File: src/rtl/instr_mem_boot.sv
`default_nettype none
// ============================================================================
//  Module      : instr_mem_boot
//  Description : Boot-loadable instruction memory for the fetch stage. A host
//                streams the program in while in BOOT; in RUN the block serves
//                1-cycle-latency fetches with stall hold, reload and a
//                NOP/fault response for unloaded or out-of-range addresses.
//  Revision    : 1.0 - initial release
// ============================================================================
module instr_mem_boot #(
  parameter int                ADDR_W   = 5,
  parameter int                DATA_W   = 32,
  parameter int                DEPTH    = 32,
  parameter logic [DATA_W-1:0] NOP_WORD = '0
) (
  input  logic              clk,
  input  logic              reset_n,
  // boot load interface
  input  logic              load_valid,
  input  logic [DATA_W-1:0] load_data,
  output logic              load_ready,
  input  logic              load_done,
  input  logic              reload,
  output logic              boot_busy,
  output logic [ADDR_W:0]   load_count,
  // fetch interface
  input  logic              fetch_req,
  input  logic [ADDR_W-1:0] fetch_addr,
  input  logic              fetch_stall,
  output logic [DATA_W-1:0] instr,
  output logic              instr_valid,
  output logic              addr_fault
);

  // Index width of the storage array; never wider than ADDR_W because
  // DEPTH is bounded by 2**ADDR_W.
  localparam int              c_IDX_W = (DEPTH > 1) ? $clog2(DEPTH) : 1;
  // Word count at which loading stops, held at the same width as load_count
  // so a fully populated 2**ADDR_W memory compares correctly.
  localparam logic [ADDR_W:0] c_DEPTH = (ADDR_W + 1)'(DEPTH);

  // Reject impossible geometries at elaboration time.
  if ((DEPTH < 1) || (DEPTH > (1 << ADDR_W))) begin : g_depth_check
    $error("instr_mem_boot: DEPTH must be in 1 .. 2**ADDR_W");
  end

  typedef enum logic [0:0] {
    ST_BOOT = 1'b0,
    ST_RUN  = 1'b1
  } state_t;

  state_t              r_state;
  state_t              w_state_nxt;
  logic [ADDR_W:0]     r_count;
  logic [ADDR_W:0]     w_count_nxt;
  logic [DATA_W-1:0]   r_instr;
  logic [DATA_W-1:0]   w_instr_nxt;
  logic                r_valid;
  logic                w_valid_nxt;
  logic                r_fault;
  logic                w_fault_nxt;
  logic                w_wr_en;
  logic [c_IDX_W-1:0]  w_wr_idx;
  logic [c_IDX_W-1:0]  w_rd_idx;
  logic                w_hit;
  logic [DATA_W-1:0]   r_mem [DEPTH];

  // The load count doubles as the write pointer; it never passes DEPTH
  // because the block leaves BOOT on the write that reaches DEPTH.
  assign w_wr_idx = r_count[c_IDX_W-1:0];
  assign w_rd_idx = fetch_addr[c_IDX_W-1:0];
  // Only loaded words are readable; anything at or above load_count
  // (including addresses beyond DEPTH) is a fault. The read index is only
  // used when w_hit is set, so it is always within the array.
  assign w_hit    = ({1'b0, fetch_addr} < r_count);

  // State and fetch-output registers with asynchronous reset.
  always_ff @(posedge clk or negedge reset_n) begin
    if (!reset_n) begin
      r_state <= ST_BOOT;
      r_count <= '0;
      r_instr <= '0;
      r_valid <= 1'b0;
      r_fault <= 1'b0;
    end else begin
      r_state <= w_state_nxt;
      r_count <= w_count_nxt;
      r_instr <= w_instr_nxt;
      r_valid <= w_valid_nxt;
      r_fault <= w_fault_nxt;
    end
  end

  // Next-state, load-pointer and fetch-result logic.
  always_comb begin
    w_state_nxt = r_state;
    w_count_nxt = r_count;
    w_instr_nxt = r_instr;
    w_valid_nxt = r_valid;
    w_fault_nxt = r_fault;
    w_wr_en     = 1'b0;

    case (r_state)
      ST_BOOT: begin
        // Fetches are ignored while booting.
        w_valid_nxt = 1'b0;
        w_fault_nxt = 1'b0;
        if (load_valid) begin
          w_wr_en     = 1'b1;
          w_count_nxt = r_count + 1'b1;
        end
        // A word presented with load_done is still written and counted.
        if (load_done || (load_valid && ((r_count + 1'b1) == c_DEPTH))) begin
          w_state_nxt = ST_RUN;
        end
      end

      ST_RUN: begin
        // Stall freezes the fetch outputs, even against reload.
        if (!fetch_stall) begin
          if (reload) begin
            // A fetch presented alongside reload is dropped.
            w_valid_nxt = 1'b0;
            w_fault_nxt = 1'b0;
          end else if (fetch_req) begin
            w_valid_nxt = 1'b1;
            if (w_hit) begin
              w_instr_nxt = r_mem[w_rd_idx];
              w_fault_nxt = 1'b0;
            end else begin
              w_instr_nxt = NOP_WORD;
              w_fault_nxt = 1'b1;
            end
          end else begin
            // Idle cycle: instr keeps its last value.
            w_valid_nxt = 1'b0;
            w_fault_nxt = 1'b0;
          end
        end
        if (reload) begin
          w_state_nxt = ST_BOOT;
          w_count_nxt = '0;
        end
      end

      default: begin
        w_state_nxt = ST_BOOT;
        w_count_nxt = '0;
      end
    endcase
  end

  // Program storage; deliberately not reset, stale words stay unreadable.
  always_ff @(posedge clk) begin
    if (w_wr_en) begin
      r_mem[w_wr_idx] <= load_data;
    end
  end

  assign load_ready  = (r_state == ST_BOOT);
  assign boot_busy   = (r_state == ST_BOOT);
  assign load_count  = r_count;
  assign instr       = r_instr;
  assign instr_valid = r_valid;
  assign addr_fault  = r_fault;

endmodule
`default_nettype wire

File: config.mk
export PLATFORM = sky130hd
export DESIGN_NAME = instr_mem_boot
export DESIGN_NICKNAME = d
export VERILOG_FILES = /design/src/rtl/instr_mem_boot.sv
export SDC_FILE = /design/constraint.sdc
export NUM_CORES = 1
export LEC_CHECK = 0
export BUFFER_PORTS_ARGS = -buffer_cell sky130_fd_sc_hd__buf_4
export CORE_MARGIN = 2
export CORE_UTILIZATION = 45
export CTS_CLUSTER_DIAMETER = 80
export CTS_CLUSTER_SIZE = 40
export DETAILED_ROUTE_END_ITERATION = 10
export GPL_ROUTABILITY_DRIVEN = 0
export PLACE_DENSITY_LB_ADDON = 0.1
export SETUP_SLACK_MARGIN = 0.1
export SLEW_MARGIN = 30
export SYNTH_ARGS = -nofsm -noshare
export SYNTH_HDL_FRONTEND = slang
export SYNTH_SLANG_ARGS = --single-unit
File: constraint.sdc
create_clock -name clk -period 6.5 [get_ports clk]
set_clock_uncertainty 0.1 [all_clocks]
set_input_delay 0.325 -clock clk [delete_from_list [all_inputs] [get_ports clk]]
set_output_delay 0.325 -clock clk [all_outputs]
set_load 0.02 [all_outputs]
==> results of run 1 <==
## path summary, 6_finish.rpt
path | endpoint | cells past startpoint
max | r_mem[15][21] | 4
min | instr[16] | 3
max reg2reg | r_mem[15][21] | 4
min reg2reg | instr[30] | 2
max in group asynchronous | instr[13] | 2
min in group asynchronous | instr[3] | 2
## logic make-up (layout without fill, tap and decap cells)
kind of cell | count (synthesis) | count (layout) | share of synthesized area [%]
buf+inv | 122 | 271 | 1.63
mux | 351 | 351 | 14.6
xor+xnor | 3 | 3 | 0.0637
flops | 1065 | 1065 | 77.0
simple gates | 178 | 178 | 2.07
compound gates | 235 | 235 | 4.33
fa+ha+maj | 8 | 8 | 0.243
## state kept, by name, indices dropped and copies added (netlist names)
name         count
r_state          1
addr_fault       1
load_count       6
instr           32
instr_valid      1
r_mem         1024
## layout make-up
cell class                 instances  area (µm²)  share of cell area (%)
timing repair buffer             179        1600                    3.49
multi-input combinational        775        9100                    19.9
tap                             1186        1480                    3.24
clock buffer                      49        1180                    2.59
sequential                      1065       31800                    69.5
inverter                           8        30.0                  0.0656
clock inverter                    35         588                    1.29
## layer usage
layer | vias to the layer above | track usage, %
li1 | 8345 | -
met5 | - | 0
met3 | 112 | 2.53
met1 | 10932 | 32.4
met4 | 0 | 5.28
met2 | 526 | 39.6
## per-stage QoR
stage	setup WS (ns)	cells	cell area (µm²)	total power, mW
2_1_floorplan	3.61	1962	41200	8.34
3_3_place_gp	3.02	3170	43500	8.78
3_5_place_dp	2.97	3175	43600	8.79
4_1_cts	2.84	3296	45700	12.7
5_1_grt	2.79	3297	45800	13.0
6_report	2.93	3297	45800	12.6
## critical path, cell delays in order (launching register included)
cell     delay [ns]
dfrtp_1        0.57
nor2b_1        0.48
nand2_1        0.59
nor2_4         0.93
buf_4          0.48
## cell usage in the layout, fill, tap and decap left out, drive strengths merged, types with 2 or more instances in the layout
master	netlist	final
o22ai	52	52
ha	8	8
o31ai	2	2
edfxtp	1024	1024
nand4	4	4
dlygate4sd3	0	37
nor2b	4	4
or2	2	2
o221a	9	9
mux2	59	59
o211ai	2	2
nor2	40	40
xnor2	3	3
nand3	13	13
a22oi	28	28
nor3b	30	30
clkinv	0	15
buf	72	141
a221o	2	2
clkinvlp	0	3
a221oi	29	29
o221ai	4	4
nand2b	4	4
inv	8	25
a211oi	3	3
dfrtp	41	41
a2bb2oi	19	19
nand2	78	78
mux4	196	196
mux2i	96	96
a21oi	45	45
o21ai	35	35
clkbuf	42	50
## power by group
part | leakage [nW] | switching, mW | internal, mW
combinational | 3.94 | 0.587 | 0.353
sequential | 9.76 | 0.0795 | 7.62
clock | 0.833 | 2.43 | 1.53
total | 14.5 | 3.10 | 9.50
## what timing repair did
| item | CTS | global route |
|---|---|---|
| endpoints found under the hold margin | 1036 | 0 |
| hold buffers | 37 | 0 |
| gates resized for setup | 0 | 0 |
==> impl_metrics.tcl, run 1 <==
set metrics [dict create \
    status "completed" \
    dr.pass1.iters 5 \
    fin_tns_setup_ns 0 \
    route.met3.wl_mm 4.62 \
    timing.fmax_ghz 0.280 \
    hpwl_mm 57.7 \
    cp-start-kind "flip-flop" \
    grtUsageTotal_pct 23.2 \
    utilization_pct 50.1 \
    ys_seq_area_share_pct 77.0 \
    leakage_nw 14.5 \
    whs_ns 0.0743 \
    initial_utilization_pct 45.2 \
    core-area_um2 91200 \
    yosys_warnings 0 \
    arrival_ns 3.78 \
    final_nets 2126 \
    htree_levels 2 \
    drtAntennaViolNets 0 \
    setup_viol 0 \
    synth-seq-cells 1065 \
    wl_met1_mm 46.3 \
    synth.cell_area_um2 41200 \
    setup.worst_path.start "r_state" \
    worst-setup-path-type "reg -> reg" \
    end_kind "flip-flop" \
    avgSynthCellArea_um2 21.0 \
    maxCapViolations 0 \
    cts_sinks 1065 \
    hold_viol 0 \
    path_clk_slew_ns 0.12 \
    hold_path.class "in -> reg" \
    fillers 7273 \
    peakVddDrop_v 0.000289 \
    yosysMostFrequentCell "edfxtp_1" \
    root_buffer "clkbuf_16" \
    wl_met2_mm 54.8 \
    rsz0062_at_grt "no" \
    r2r_start "r_state" \
    post-route-min-period_ns 3.57 \
    wire_per_inst_um 32.8 \
    drive_gt1_share_pct 25.1 \
    clockBufferDepth 3 \
    async_reset_ff_share_pct 3.85 \
    worstPathMaxFanout 18 \
    postCtsSetupRepairBufs 0 \
    period_share_pct 54.9 \
    worstPathRequired_ns 6.71 \
    top_layer_used "met4" \
    slew_viol_final 0 \
    syn_inst 1962 \
    rows 111 \
    cts_buffers 45 \
    viasPerCell 6.04 \
    yosys.area.top_type "edfxtp_1" \
    powerDensity_nw_per_um2 275 \
    synth_flop_cell "edfxtp_1" \
    grt.overflow.total 0 \
    vias 19915 \
    grt_pass1_vias 20595 \
    drt_iter0_drc 2085 \
    worst_slew_pin_slew_ns 0.996 \
    finalWirelength_mm 108 \
    port_buffers 85 \
    grt_pass1_wl_mm 154 \
    grt_start_max_net_pins 106 \
    synth_edf_count 1024 \
    syn_to_final_growth_pct 10.9 \
    synth.area.top_cells "edfxtp_1 (75%), mux4_2 (11%), dfrtp_1 (2.5%), mux2i_1 (2.3%), a221oi_2 (1.0%)" \
    synth_common_cells "edfxtp_1 (1024), mux4_2 (196), mux2i_1 (96)" \
    antenna_cells 0 \
    drc 0 \
    reg2reg_slack_ns 2.93 \
    io_pins 86 \
    die_area_um2 94100 \
    maxSlewHeadroom_pct 33.6 \
    cts_tree "done" \
    synth_top_area_share_pct 74.5 \
    dieWidth_um 307 \
    die_h_um 307 \
    antenna_found_initial 0 \
    synth_cell_types 46 \
    synth.net_count 2014 \
    hold_start "fetch_addr[3]" \
    clk_latency_ns 0.67 \
]
Power figures use the tool's default switching activity.
==> run 2, diff against run 1 <==
clock period = 3.3 ns   (was 6.5 ns; I/O delays follow)
==> run 2 against run 1 <==
Final area increased by 0.74%. Maximum frequency rose by 32%. Critical path depth grew 4. Core utilization is 0.37 points higher. Sequential cell count stayed put. Setup slack worse by 2.3 ns. Combinational power up 100%. First-iteration DRC count down 11%. Cell count up 1.2%. Non-clock buffer count rose by 44.
==> impl_metrics.tcl, run 2 (synthesis gave the netlist of run 1 again) <==
set metrics [dict create \
    largest_reg_flops 1024 \
    antenna_found_initial 1 \
    whs_ns 0.0612 \
    rsz0062_at_grt "no" \
    pwr-share-comb_pct 7.7 \
    fin_cells 3338 \
    slew_viol_final 0 \
    worstPathMaxFanout 12 \
    post-route-min-period_ns 2.70 \
    worst_slew_pin_slew_ns 0.887 \
    final_area_um2 46100 \
    cts_sinks 1065 \
    final_nets 2168 \
    core-area_um2 91200 \
    drc 0 \
    finalWirelength_mm 104 \
    clockBufferDepth 3 \
    initial_utilization_pct 45.2 \
    worstPathRequired_ns 3.75 \
    arrival_ns 3.15 \
    end_kind "flip-flop" \
    sw_frac_of_total_pct 23.8 \
    drive_gt1_share_pct 26.3 \
    final_cell_mix "edfxtp_1 (1024), mux4_2 (196), buf_4 (156), mux2i_1 (96), nand2_1 (78)" \
    dieWidth_um 307 \
    grtUsageTotal_pct 22.4 \
    viasPerCell 5.98 \
    utilization_pct 50.5 \
    clk_latency_ns 0.65 \
    power_frac_seq_pct 61.9 \
    hold_viol 0 \
    drt_iter0_drc 1852 \
    cts_tree "done" \
    grt_start_max_net_pins 64 \
    path_clk_slew_ns 0.13 \
    maxCapViolations 0 \
    grt_pass1_vias 20724 \
    power_frac_clock_pct 30.4 \
    maxSlewHeadroom_pct 40.8 \
    setup_viol 0 \
    p_switching_mw 5.83 \
    peakVddDrop_v 0.000443 \
    htree_levels 2 \
    leakage_nw 14.7 \
    io_pins 86 \
    grt_pass1_wl_mm 151 \
    dp_cells 3217 \
    layout_setup_ws_ns 0.605 \
    p_int_mw 18.7 \
    cp-start-kind "flip-flop" \
    cts_buffers 43 \
    rows 111 \
    regMostFlops "r_mem" \
    final_common_cell "edfxtp_1" \
    root_buffer "clkbuf_16" \
    status "completed" \
    grt.overflow.total 0 \
    pre_cts_ws_ns 0.546 \
    worst-setup-path-type "reg -> reg" \
    period_share_pct 81.7 \
    dr.pass1.iters 5 \
    vias 19958 \
    wire_per_inst_um 31.2 \
    total_power_mw 24.5 \
    die_h_um 307 \
    dpl_cell_area_um2 44100 \
    drtAntennaViolNets 0 \
    port_buffers 85 \
    die_area_um2 94100 \
    hpwl_mm 59.9 \
    syn_to_final_growth_pct 11.7 \
    powerDensity_nw_per_um2 531 \
    hold_path.class "in -> reg" \
    postCtsSetupRepairBufs 0 \
    fin_tns_setup_ns 0 \
    timing.fmax_ghz 0.371 \
]
==> run 2: changes by cell type in the layout (fill, tap and decap cells not counted), sizes merged <==
cell,before,now
buf,141,182
clkbuf,50,46
clkinv,15,12
dlygate4sd3,37,40
bufinv,0,2
diode,0,1
inv,25,26
==> run 2: repair_timing <==
item | in CTS | in global routing
hold endpoints to repair | 1079 | 0
gates resized for setup | 0 | 0
hold buffers | 40 | 0
==> run 2: worst max-delay path: stages, from the launching register on <==
cell,delay (ns)
dfrtp_1,0.55
inv_1,0.17
ha_1,0.31
nand2_1,0.05
nor3_1,0.62
a211oi_4,0.15
buf_4,0.26
nor3b_1,0.17
a221o_1,0.25
==> run 2: path summary, 6_finish.rpt <==
path                          startpoint     endpoint  slack (ns)  depth (start not counted)
setup / recovery           load_count[3]    instr[18]        0.60                          8
hold / removal             fetch_addr[4]    instr[16]        0.06                          5
setup reg to reg           load_count[3]    instr[18]        0.60                          8
hold reg to reg                instr[16]    instr[16]        0.43                          2
max in group asynchronous        reset_n     instr[2]        2.43                          2
min in group asynchronous        reset_n  instr_valid        0.07                          2
==> run 2: metal layers <==
layer,GRT usage [%],up-vias,wire (µm)
li1,-,8435,-
met1,32.1,10961,45900
met2,37.9,467,52300
met3,2.08,95,4140
met4,4.46,0,1900
met5,0,-,0
==> run 2: final cells by class <==
| cell class | instances | area (µm²) |
|---|---|---|
| Clock buffer | 45 | 1100 |
| Inverter | 8 | 30.0 |
| Sequential cell | 1065 | 31800 |
| Antenna cell | 1 | 2.50 |
| Fill cell | 7267 | 45200 |
| Tap cell | 1186 | 1480 |
| Multi-Input combinational cell | 775 | 9090 |
| Clock inverter | 35 | 503 |
| Timing Repair Buffer | 223 | 2100 |
==> run 2: power groups by stage <==
stage          clock network, mW  logic (mW)  registers, mW
2_1_floorplan                  0       0.929           15.5
5_1_grt                     8.02        2.03           15.2
6_report                    7.44        1.89           15.2
4_1_cts                     7.61        1.92           15.2
3_5_place_dp                   0        1.88           15.5
3_3_place_gp                   0        1.85           15.5
==> run 3, diff against run 2 <==
ABC_AREA = 1   (was default)
clock period = 2.45 ns   (was 3.3 ns; I/O delays follow)
==> run 3 against run 2 <==
Global-route usage increased by 2.4 points. Synthesized cell count increased by 80%. Core utilization increased by 0.34 points. Die area increased by 4.1%. Synthesized area increased by 4.2%. Sequential cell count unchanged. Via count increased by 39%. Sequential share of layout area decreased by 3.1 points. Maximum frequency increased by 22%. Critical path depth increased by 1.
==> impl_metrics.tcl, run 3 <==
set metrics [dict create \
    final_nets 3690 \
    r2r_start "load_count[0]" \
    clk_latency_ns 0.65 \
    root_buffer "clkbuf_16" \
    total_power_mw 33.8 \
    cts_buffers 45 \
    dr.pass1.iters 6 \
    async_reset_ff_share_pct 3.85 \
    synth.net_count 3590 \
    pre_cts_ws_ns 0.357 \
    finalWirelength_mm 122 \
    setup.worst_path.start "load_count[0]" \
    utilization_pct 50.9 \
    htree_levels 2 \
    post-route-min-period_ns 2.22 \
    peakVddDrop_v 0.000531 \
    final_cell_mix "nand2_1 (1193), edfxtp_1 (1024), nand3_1 (958), buf_4 (161), buf_12 (74)" \
    hold_viol 0 \
    vias 27748 \
    yosys_warnings 0 \
    cts_sinks 1065 \
    synth_flop_cell "edfxtp_1" \
    drtAntennaViolNets 0 \
    layout_setup_ws_ns 0.233 \
    drive_gt1_share_pct 9.64 \
    fin_cells 4937 \
    power_frac_seq_pct 60.3 \
    synth.area.top_cells "edfxtp_1 (72%), nand3_1 (11%), nand2_1 (10%), dfrtp_1 (2.4%), buf_6 (1.3%)" \
    antenna_cells 0 \
    yosysMostFrequentCell "nand2_1" \
    fillers 8220 \
    yosys.area.top_type "edfxtp_1" \
    clockBufferDepth 3 \
    io_pins 86 \
    die_area_um2 98000 \
    ff2ff_path_depth 9 \
    final_common_cell "nand2_1" \
    powerDensity_nw_per_um2 702 \
    rsz0062_at_grt "no" \
    worstPathMaxFanout 7 \
    hold_path.class "in -> reg" \
    ys_seq_area_share_pct 73.9 \
    arrival_ns 2.70 \
    core-area_um2 94900 \
    leakage_nw 17.2 \
    grt_pass1_vias 26777 \
    drt_iter0_drc 2710 \
    setup_viol 0 \
    hold_start "fetch_addr[2]" \
    rows 113 \
    grt.overflow.total 0 \
    largest_reg_flops 1024 \
    synth_common_cells "nand2_1 (1193), edfxtp_1 (1024), nand3_1 (958)" \
    dieWidth_um 313 \
    end_kind "flip-flop" \
    viasPerCell 5.62 \
    worst-setup-path-type "reg -> reg" \
    hpwl_mm 67.9 \
    maxCapViolations 0 \
    path_clk_slew_ns 0.11 \
    p_switching_mw 8.72 \
    wire_per_inst_um 24.8 \
    period_share_pct 90.5 \
    drc 0 \
    slew_viol_final 0 \
    cp-start-kind "flip-flop" \
    syn_inst 3538 \
    grt_start_max_net_pins 129 \
    grtUsageTotal_pct 24.8 \
    initial_utilization_pct 45.3 \
    postCtsSetupRepairBufs 0 \
    synth_edf_count 1024 \
    maxSlewHeadroom_pct 57.4 \
    holdBufCountCts 41 \
    status "completed" \
    postCtsResizedCells 0 \
    regMostFlops "r_mem" \
    synth_top_area_share_pct 71.6 \
    syn_to_final_growth_pct 12.3 \
    power_frac_clock_pct 30.5 \
    timing.fmax_ghz 0.451 \
    worstPathRequired_ns 2.93 \
    worst_slew_pin_slew_ns 0.639 \
    synth_cell_types 25 \
    avgSynthCellArea_um2 12.1 \
    port_buffers 85 \
    grt_pass1_wl_mm 180 \
    die_h_um 313 \
    pwr-share-comb_pct 9.2 \
    hold_depth 6 \
    cts_tree "done" \
    dp_cells 4815 \
    p_int_mw 25.1 \
    synth-seq-cells 1065 \
    synth.cell_area_um2 43000 \
    sw_frac_of_total_pct 25.8 \
    antenna_found_initial 2 \
]
-- run 3: cell count changes in the layout (fill, tap and decap cells not counted), moves of 44 or more --
cell / previous run / this run
mux4_2: 196 / 0
nand3_1: 13 / 958
nand2_1: 78 / 1193
a21oi_1: 45 / 1
mux2i_1: 96 / 0
buf_12: 23 / 74
o22ai_1: 52 / 1
-- run 3: final timing paths --
path / slack, ns / to
setup / recovery: 0.23 / r_state
setup reg to reg: 0.23 / r_state
hold reg to reg: 0.39 / instr[11]
hold / removal: 0.02 / addr_fault
min in group asynchronous: 0.47 / instr[9]
max in group asynchronous: 1.23 / load_count[3]
-- run 3: metal layers --
metal,wire (µm),up-vias,GRT usage (%)
li1,-,12664,-
met1,52600,14026,35.0
met2,59700,917,41.7
met3,6560,139,2.04
met4,3360,2,6.62
met5,13,-,0
-- run 3: kinds of logic (layout without fill, tap and decap cells) --
| family | after synthesis | count (layout) | share of synthesized area [%] |
|---|---|---|---|
| flops | 1065 | 1065 | 73.9 |
| simple gates | 2195 | 2195 | 22.0 |
| fa+ha+maj | 8 | 8 | 0.233 |
| buf+inv | 256 | 390 | 3.64 |
| xor+xnor | 3 | 3 | 0.0612 |
| compound gates | 11 | 11 | 0.151 |
-- run 3: area by class of cell --
class                           count  area, µm²  area share [%]
Clock buffer                       46       1130            2.34
Clock inverter                     35        601            1.24
Sequential cell                  1065      31800            65.9
Tap cell                         1265       1580            3.28
Multi-Input combinational cell   2217       9880            20.5
Inverter                           31        144           0.298
Timing Repair Buffer              278       3130            6.49
-- run 3: worst max-delay path, cell delays in order, from the launching register on --
cell	delay [ns]
dfrtp_1	0.51
ha_1	0.27
nand2_1	0.08
inv_1	0.10
nand2_1	0.08
xor2_1	0.14
inv_1	0.09
nand3_1	0.09
a21oi_1	0.14
dlygate4sd3_1	0.57
-- run 3: through the flow --
stage	hold slack, ns	cell area (µm²)	TNS, ns
after floorplan	-0.273	43100	-84.29
after global placement	0.103	46100	0
after detailed placement	0.134	46100	0
after CTS	0.00667	48200	0
after global routing	0.0223	48200	0
final	0.0192	48200	0
-- run 3: power by group through the flow --
stage / logic, mW / registers [mW] / clock network (mW)
final: 3.11 / 20.4 / 10.3
after CTS: 3.15 / 20.4 / 10.6
after floorplan: 1.50 / 20.9 / 0
after global routing: 3.40 / 20.4 / 11.2
after detailed placement: 3.07 / 20.8 / 0
after global placement: 3.04 / 20.8 / 0
